File: config.mk
export PLATFORM = sky130hd
export DESIGN_NAME = tea_rr_arbiter
export DESIGN_NICKNAME = d
export VERILOG_FILES = /design/src/rtl/tea_rr_arbiter.sv
export SDC_FILE = /design/constraint.sdc
export NUM_CORES = 1
export LEC_CHECK = 0
export ABC_AREA = 1
export CAP_MARGIN = 10
export CORE_AREA = 2 2 431 433
export DETAILED_ROUTE_END_ITERATION = 10
export DIE_AREA = 0 0 433 435
export GPL_TIMING_DRIVEN = 0
export MAX_ROUTING_LAYER = met4
export PLACE_DENSITY = 0.32
export REMOVE_ABC_BUFFERS = 1
export SETUP_SLACK_MARGIN = 0.3
export SYNTH_ARGS = -nofsm -noshare
export SYNTH_HDL_FRONTEND = slang
export SYNTH_SLANG_ARGS = --single-unit
File: constraint.sdc
create_clock -name clk -period 2.92 [get_ports clk]
set_clock_uncertainty 0.05 [all_clocks]
set_input_delay 0.876 -clock clk [delete_from_list [all_inputs] [get_ports clk]]
set_output_delay 0.876 -clock clk [all_outputs]
set_load 0.02 [all_outputs]
File: src/rtl/tea_rr_arbiter.sv
// Round-robin front end that time-shares a single TEA core between N_REQ requesters.
//
// state | meaning
// IDLE  | no job in flight; arbitrate among req_valid
// BUSY  | core valids high, waiting for ctxt_ready or the timeout
// DRAIN | core valids low, waiting for the core to drop ctxt_ready

module tea_rr_arbiter #(
  parameter int N_REQ          = 4,
  parameter int TIMEOUT_CYCLES = 255
) (
  input  logic                 clk,
  input  logic                 rst_n,
  input  logic [N_REQ-1:0]     req_valid,
  input  logic [64*N_REQ-1:0]  req_ptxt,
  input  logic [128*N_REQ-1:0] req_key,
  output logic [N_REQ-1:0]     req_ready,
  output logic [N_REQ-1:0]     rsp_valid,
  output logic [63:0]          rsp_ctxt,
  output logic                 rsp_err,
  output logic                 core_ptxt_valid,
  output logic                 core_key_valid,
  output logic [63:0]          core_ptxt_blk,
  output logic [127:0]         core_key,
  input  logic [63:0]          core_ctxt_blk,
  input  logic                 core_ctxt_ready
);

  localparam int IW = (N_REQ > 1) ? $clog2(N_REQ) : 1;
  localparam int CW = (TIMEOUT_CYCLES > 0) ? $clog2(TIMEOUT_CYCLES + 1) : 1;
  localparam logic [IW-1:0] PTR_RST    = IW'(N_REQ - 1);
  localparam logic [CW-1:0] CNT_LIMIT  = CW'(TIMEOUT_CYCLES);
  localparam logic [CW-1:0] CNT_SAT    = '1;
  localparam bit            TIMEOUT_EN = (TIMEOUT_CYCLES != 0);

  typedef enum logic [1:0] {
    S_IDLE  = 2'd0,
    S_BUSY  = 2'd1,
    S_DRAIN = 2'd2
  } state_t;

  state_t          state, state_nx;
  logic [IW-1:0]   rr_ptr, rr_ptr_nx;
  logic [IW-1:0]   grant_idx, grant_idx_nx;
  logic [CW-1:0]   cnt, cnt_nx;
  logic [N_REQ-1:0] req_ready_nx, rsp_valid_nx;
  logic [63:0]     rsp_ctxt_nx;
  logic            rsp_err_nx;
  logic            core_valid, core_valid_nx;
  logic [63:0]     ptxt_nx;
  logic [127:0]    key_nx;

  logic [63:0]     ptxt_arr [N_REQ];
  logic [127:0]    key_arr  [N_REQ];

  for (genvar g = 0; g < N_REQ; g++) begin : g_unpack
    assign ptxt_arr[g] = req_ptxt[g*64 +: 64];
    assign key_arr[g]  = req_key[g*128 +: 128];
  end

  // Search upward from the requester after the last winner, wrapping at N_REQ.
  logic            found;
  logic [IW-1:0]   sel_idx;
  logic [IW-1:0]   cand;
  int              pos;

  always_comb begin
    found   = 1'b0;
    sel_idx = '0;
    cand    = '0;
    pos     = 0;
    for (int k = 1; k <= N_REQ; k++) begin
      pos  = (int'(rr_ptr) + k) % N_REQ;
      cand = IW'(pos);
      if (!found && req_valid[cand]) begin
        found   = 1'b1;
        sel_idx = cand;
      end
    end
  end

  always_comb begin
    state_nx      = state;
    rr_ptr_nx     = rr_ptr;
    grant_idx_nx  = grant_idx;
    cnt_nx        = cnt;
    req_ready_nx  = '0;
    rsp_valid_nx  = '0;
    rsp_ctxt_nx   = rsp_ctxt;
    rsp_err_nx    = rsp_err;
    core_valid_nx = core_valid;
    ptxt_nx       = core_ptxt_blk;
    key_nx        = core_key;

    case (state)
      S_IDLE: begin
        if (found) begin
          ptxt_nx               = ptxt_arr[sel_idx];
          key_nx                = key_arr[sel_idx];
          grant_idx_nx          = sel_idx;
          rr_ptr_nx             = sel_idx;
          req_ready_nx[sel_idx] = 1'b1;
          core_valid_nx         = 1'b1;
          cnt_nx                = '0;
          state_nx              = S_BUSY;
        end
      end
      S_BUSY: begin
        // A ready on the timeout edge still returns the data.
        if (core_ctxt_ready) begin
          rsp_ctxt_nx             = core_ctxt_blk;
          rsp_err_nx              = 1'b0;
          rsp_valid_nx[grant_idx] = 1'b1;
          core_valid_nx           = 1'b0;
          state_nx                = S_DRAIN;
        end else if (TIMEOUT_EN && (cnt == CNT_LIMIT)) begin
          rsp_ctxt_nx             = '0;
          rsp_err_nx              = 1'b1;
          rsp_valid_nx[grant_idx] = 1'b1;
          core_valid_nx           = 1'b0;
          state_nx                = S_DRAIN;
        end else if (cnt != CNT_SAT) begin
          cnt_nx = cnt + 1'b1;
        end
      end
      S_DRAIN: begin
        // A ready left over from the finished job must not complete the next one.
        if (!core_ctxt_ready) begin
          state_nx = S_IDLE;
        end
      end
      default: begin
        state_nx      = S_IDLE;
        core_valid_nx = 1'b0;
      end
    endcase
  end

  always_ff @(posedge clk or negedge rst_n) begin
    if (!rst_n) begin
      state         <= S_IDLE;
      rr_ptr        <= PTR_RST;
      grant_idx     <= '0;
      cnt           <= '0;
      req_ready     <= '0;
      rsp_valid     <= '0;
      rsp_ctxt      <= '0;
      rsp_err       <= 1'b0;
      core_valid    <= 1'b0;
      core_ptxt_blk <= '0;
      core_key      <= '0;
    end else begin
      state         <= state_nx;
      rr_ptr        <= rr_ptr_nx;
      grant_idx     <= grant_idx_nx;
      cnt           <= cnt_nx;
      req_ready     <= req_ready_nx;
      rsp_valid     <= rsp_valid_nx;
      rsp_ctxt      <= rsp_ctxt_nx;
      rsp_err       <= rsp_err_nx;
      core_valid    <= core_valid_nx;
      core_ptxt_blk <= ptxt_nx;
      core_key      <= key_nx;
    end
  end

  assign core_ptxt_valid = core_valid;
  assign core_key_valid  = core_valid;

endmodule
==> flow_metrics.py <==
metrics = {
    "worst_setup_path": {
        "cp-start-kind": "input port",
        "cpPeakStageDelay_ps": 490,
        "cp_cell_sequence": "clkdlybuf4s50_1 > nand2_4 > nand2_2 > nand2_4 > nand2_4 > nor2_4 > nand3_4 > nand2_8 > buf_16 > nand2_8 > buf_16 > buf_12 > buf_12 > buf_16 > or2_2 > nand3_2 > nand3_2",
        "critPathMaxFanout": 9,
        "crit_required_ps": 3390,
        "cp_data_arrival_time_ps": 3330,
        "crit_type": "input port to flop",
        "slowest_stage": "clkdlybuf4s50_1",
        "cp-end-kind": "flop",
    },
    "sta": {
        "fmax_mhz": 349,
        "hold_violations": 0,
        "rsz0062_at_grt": "yes",
        "worst_slack_ps": 57.5,
        "fin_crit_sh_pct": 98.0,
        "slew_headroom_pct": 42.2,
        "setup_viol": 0,
        "final-max-slew-violation-count": 0,
        "worst_pin_slew_ps": 866,
        "min_period_ps": 2860,
    },
    "finish": {
        "drive_gt1_share_pct": 10.2,
        "instances_no_fill": 6776,
        "fin_util_pct": 21.1,
        "fin_area_mm2": 0.0388,
        "areaGrowthSynthToFinish_pct": 99.4,
        "nNetsFinal": 5066,
    },
    "detailed_routing": {
        "ant_nets": 0,
        "initialDrtViolationCount": 1340,
        "vias_per_cell": 3.64,
        "vias": 24700,
        "wl_per_cell_um": 23.8,
        "dr.pass1.iters": 5,
        "drt_wl_total_um": 161000,
        "drc": 0,
    },
    "placed_design": {
        "dpl.cell_count": 6475,
        "pre_cts_slack_ps": -3140,
        "dp_hpwl_um": 95600,
        "placed_area_mm2": 0.0333,
        "gp_congestion": 0.838,
        "port_buffers": 1105,
    },
    "clock_tree": {
        "cts-buffers-inserted": 47,
        "htree_levels": 2,
        "cts_sinks": 280,
        "cts-root-buf": "clkbuf_16",
        "clockBufferDepth": 3,
        "clk_pin_slew_ps": 60,
        "tritoncts": "built",
        "clock_latency_ps": 650,
    },
    "global_route": {
        "grt_pass1_vias": 24600,
        "track_usage_pct": 16.3,
        "grt_start_max_net_pins": 76,
        "overflow": 0,
        "grt_pass1_wl_um": 207000,
        "antenna_found_initial": 37,
    },
    "power": {
        "p_total_mw": 62.5,
        "vdd_drop_max_mv": 0.883,
        "p_leak_nw": 18.7,
        "power_density_mw_per_mm2": 1610,
    },
    "floorplanning": {
        "placementRows": 158,
        "die_w_um": 433,
        "core_area_mm2": 0.184,
        "die_h_um": 435,
        "start_util_pct": 10.6,
        "io_pins": 1106,
        "die_area_mm2": 0.188,
    },
    "run": {
        "maxCapViolCount": 0,
    },
    "run_status": {
        "status": "complete, no violations",
    },
    "logic_synthesis": {
        "synth_seq_cells": 280,
        "synth_enable_flop_cells": 0,
        "yosysWarnings": 0,
        "syn_area_per_cell_um2": 6.35,
        "yosysSeqAreaShare_pct": 36.0,
        "synth_flop_cell": "dfrtp_1",
        "async_flop_share_pct": 100,
        "synthCells": 3062,
        "synthesis.area_mm2": 0.0194,
        "synth_cell_types": 34,
    },
    "min_path": {
        "hold_path_class": "input port to asynchronous set/reset pin",
    },
}
==> flip-flops by register name, summed over array words and instances (netlist names) <==
signal,flops
core_ptxt_blk,64
core_key,128
cnt,8
req_ready,4
core_key_valid,1
grant_idx,2
state,2
rsp_valid,4
rsp_ctxt,64
rsp_err,1
rr_ptr,2
==> critical path: cells and delay by family <==
family | cells | cell delay, ps
simple gates | 11 | 1190
buf+inv | 6 | 1220
==> layout make-up <==
class | instances | area, um^2
clock buffer | 66 | 1370
tap | 2480 | 3100
fill | 20700 | 145000
clock inverter | 21 | 304
antenna | 32 | 80.1
inverter | 641 | 2440
multi-input combinational | 1955 | 9730
sequential | 280 | 7010
timing repair buffer | 1299 | 14700
timing repair inverter | 2 | 17.5
==> metrics by stage <==
stage	hold slack (ps)	setup TNS (ps)
6_report	221	0
5_1_grt	214	-124
4_1_cts	172	0
3_5_place_dp	406	-479200
3_3_place_gp	408	-7211130
2_1_floorplan	382	-892500
==> Yosys cell counts, types with 5 or more instances <==
cell type | count | share of area, %
a22o_1 | 64 | 2.9
or2_2 | 47 | 1.5
buf_2 | 112 | 2.9
buf_6 | 8 | 0.46
or2_0 | 71 | 2.3
buf_1 | 9 | 0.17
dfrtp_1 | 278 | 36
nand3_1 | 698 | 18
inv_1 | 636 | 12
clkbuf_1 | 46 | 0.89
o21ai_0 | 7 | 0.18
buf_4 | 23 | 0.89
nor2_1 | 11 | 0.21
nor3_1 | 5 | 0.13
nand2_2 | 6 | 0.19
nand2_1 | 968 | 19
or2_1 | 39 | 1.3
a21oi_1 | 9 | 0.23
==> final timing paths <==
path	startpoint	endpoint	slack (ps)	cells after the start
min reg2reg	grant_idx[1]	rsp_valid[0]	420	1
min in group clk	grant_idx[1]	rsp_valid[0]	420	1
min	rst_n	rsp_valid[1]	220	1
max in group asynchronous	rst_n	core_key[28]	1150	3
max reg2reg	rr_ptr[0]	core_ptxt_blk[45]	100	18
max	req_valid[0]	core_ptxt_blk[45]	60	17
==> cell usage in the layout, fill, tap and decap left out, types with 57 or more instances in the layout <==
master,count
clkdlybuf4s50_1,1100
clkbuf_16,70
inv_1,632
or2_0,67
nand3_1,668
buf_16,57
buf_4,63
a22o_1,64
nand2_1,932
dfrtp_1,278
==> logic make-up after synthesis <==
kind of cell | Yosys count | share of synthesized area (%)
fa+ha+maj | 1 | 0.0643
xor+xnor | 1 | 0.0450
compound gates | 84 | 3.49
buf+inv | 841 | 17.7
simple gates | 1855 | 42.6
flops | 280 | 36.0
==> power breakdown <==
group | switching, mW | internal [mW]
registers | 1.13 | 5.94
clock network | 2.51 | 3.88
logic | 29.0 | 20.1
total | 32.6 | 29.9
==> metal layers <==
| layer | routed length [um] | up-vias | track usage [%] |
|---|---|---|---|
| met5 | 0 | - | - |
| met4 | 4460 | 0 | 4.81 |
| met3 | 9930 | 146 | 3.77 |
| met2 | 82600 | 803 | 28.9 |
| met1 | 64300 | 12000 | 18.0 |
| li1 | - | 11700 | - |
==> repair_timing <==
| action | in CTS | in global routing |
|---|---|---|
| cloned | 58 | 29 |
| pin swaps | 25 | 17 |
| buffers inserted | 69 | 26 |
| gates resized for setup | 135 | 58 |
| hold buffers | 0 | 0 |
| setup endpoints to repair | 440 | 433 |
Power figures use the tool's default switching activity.
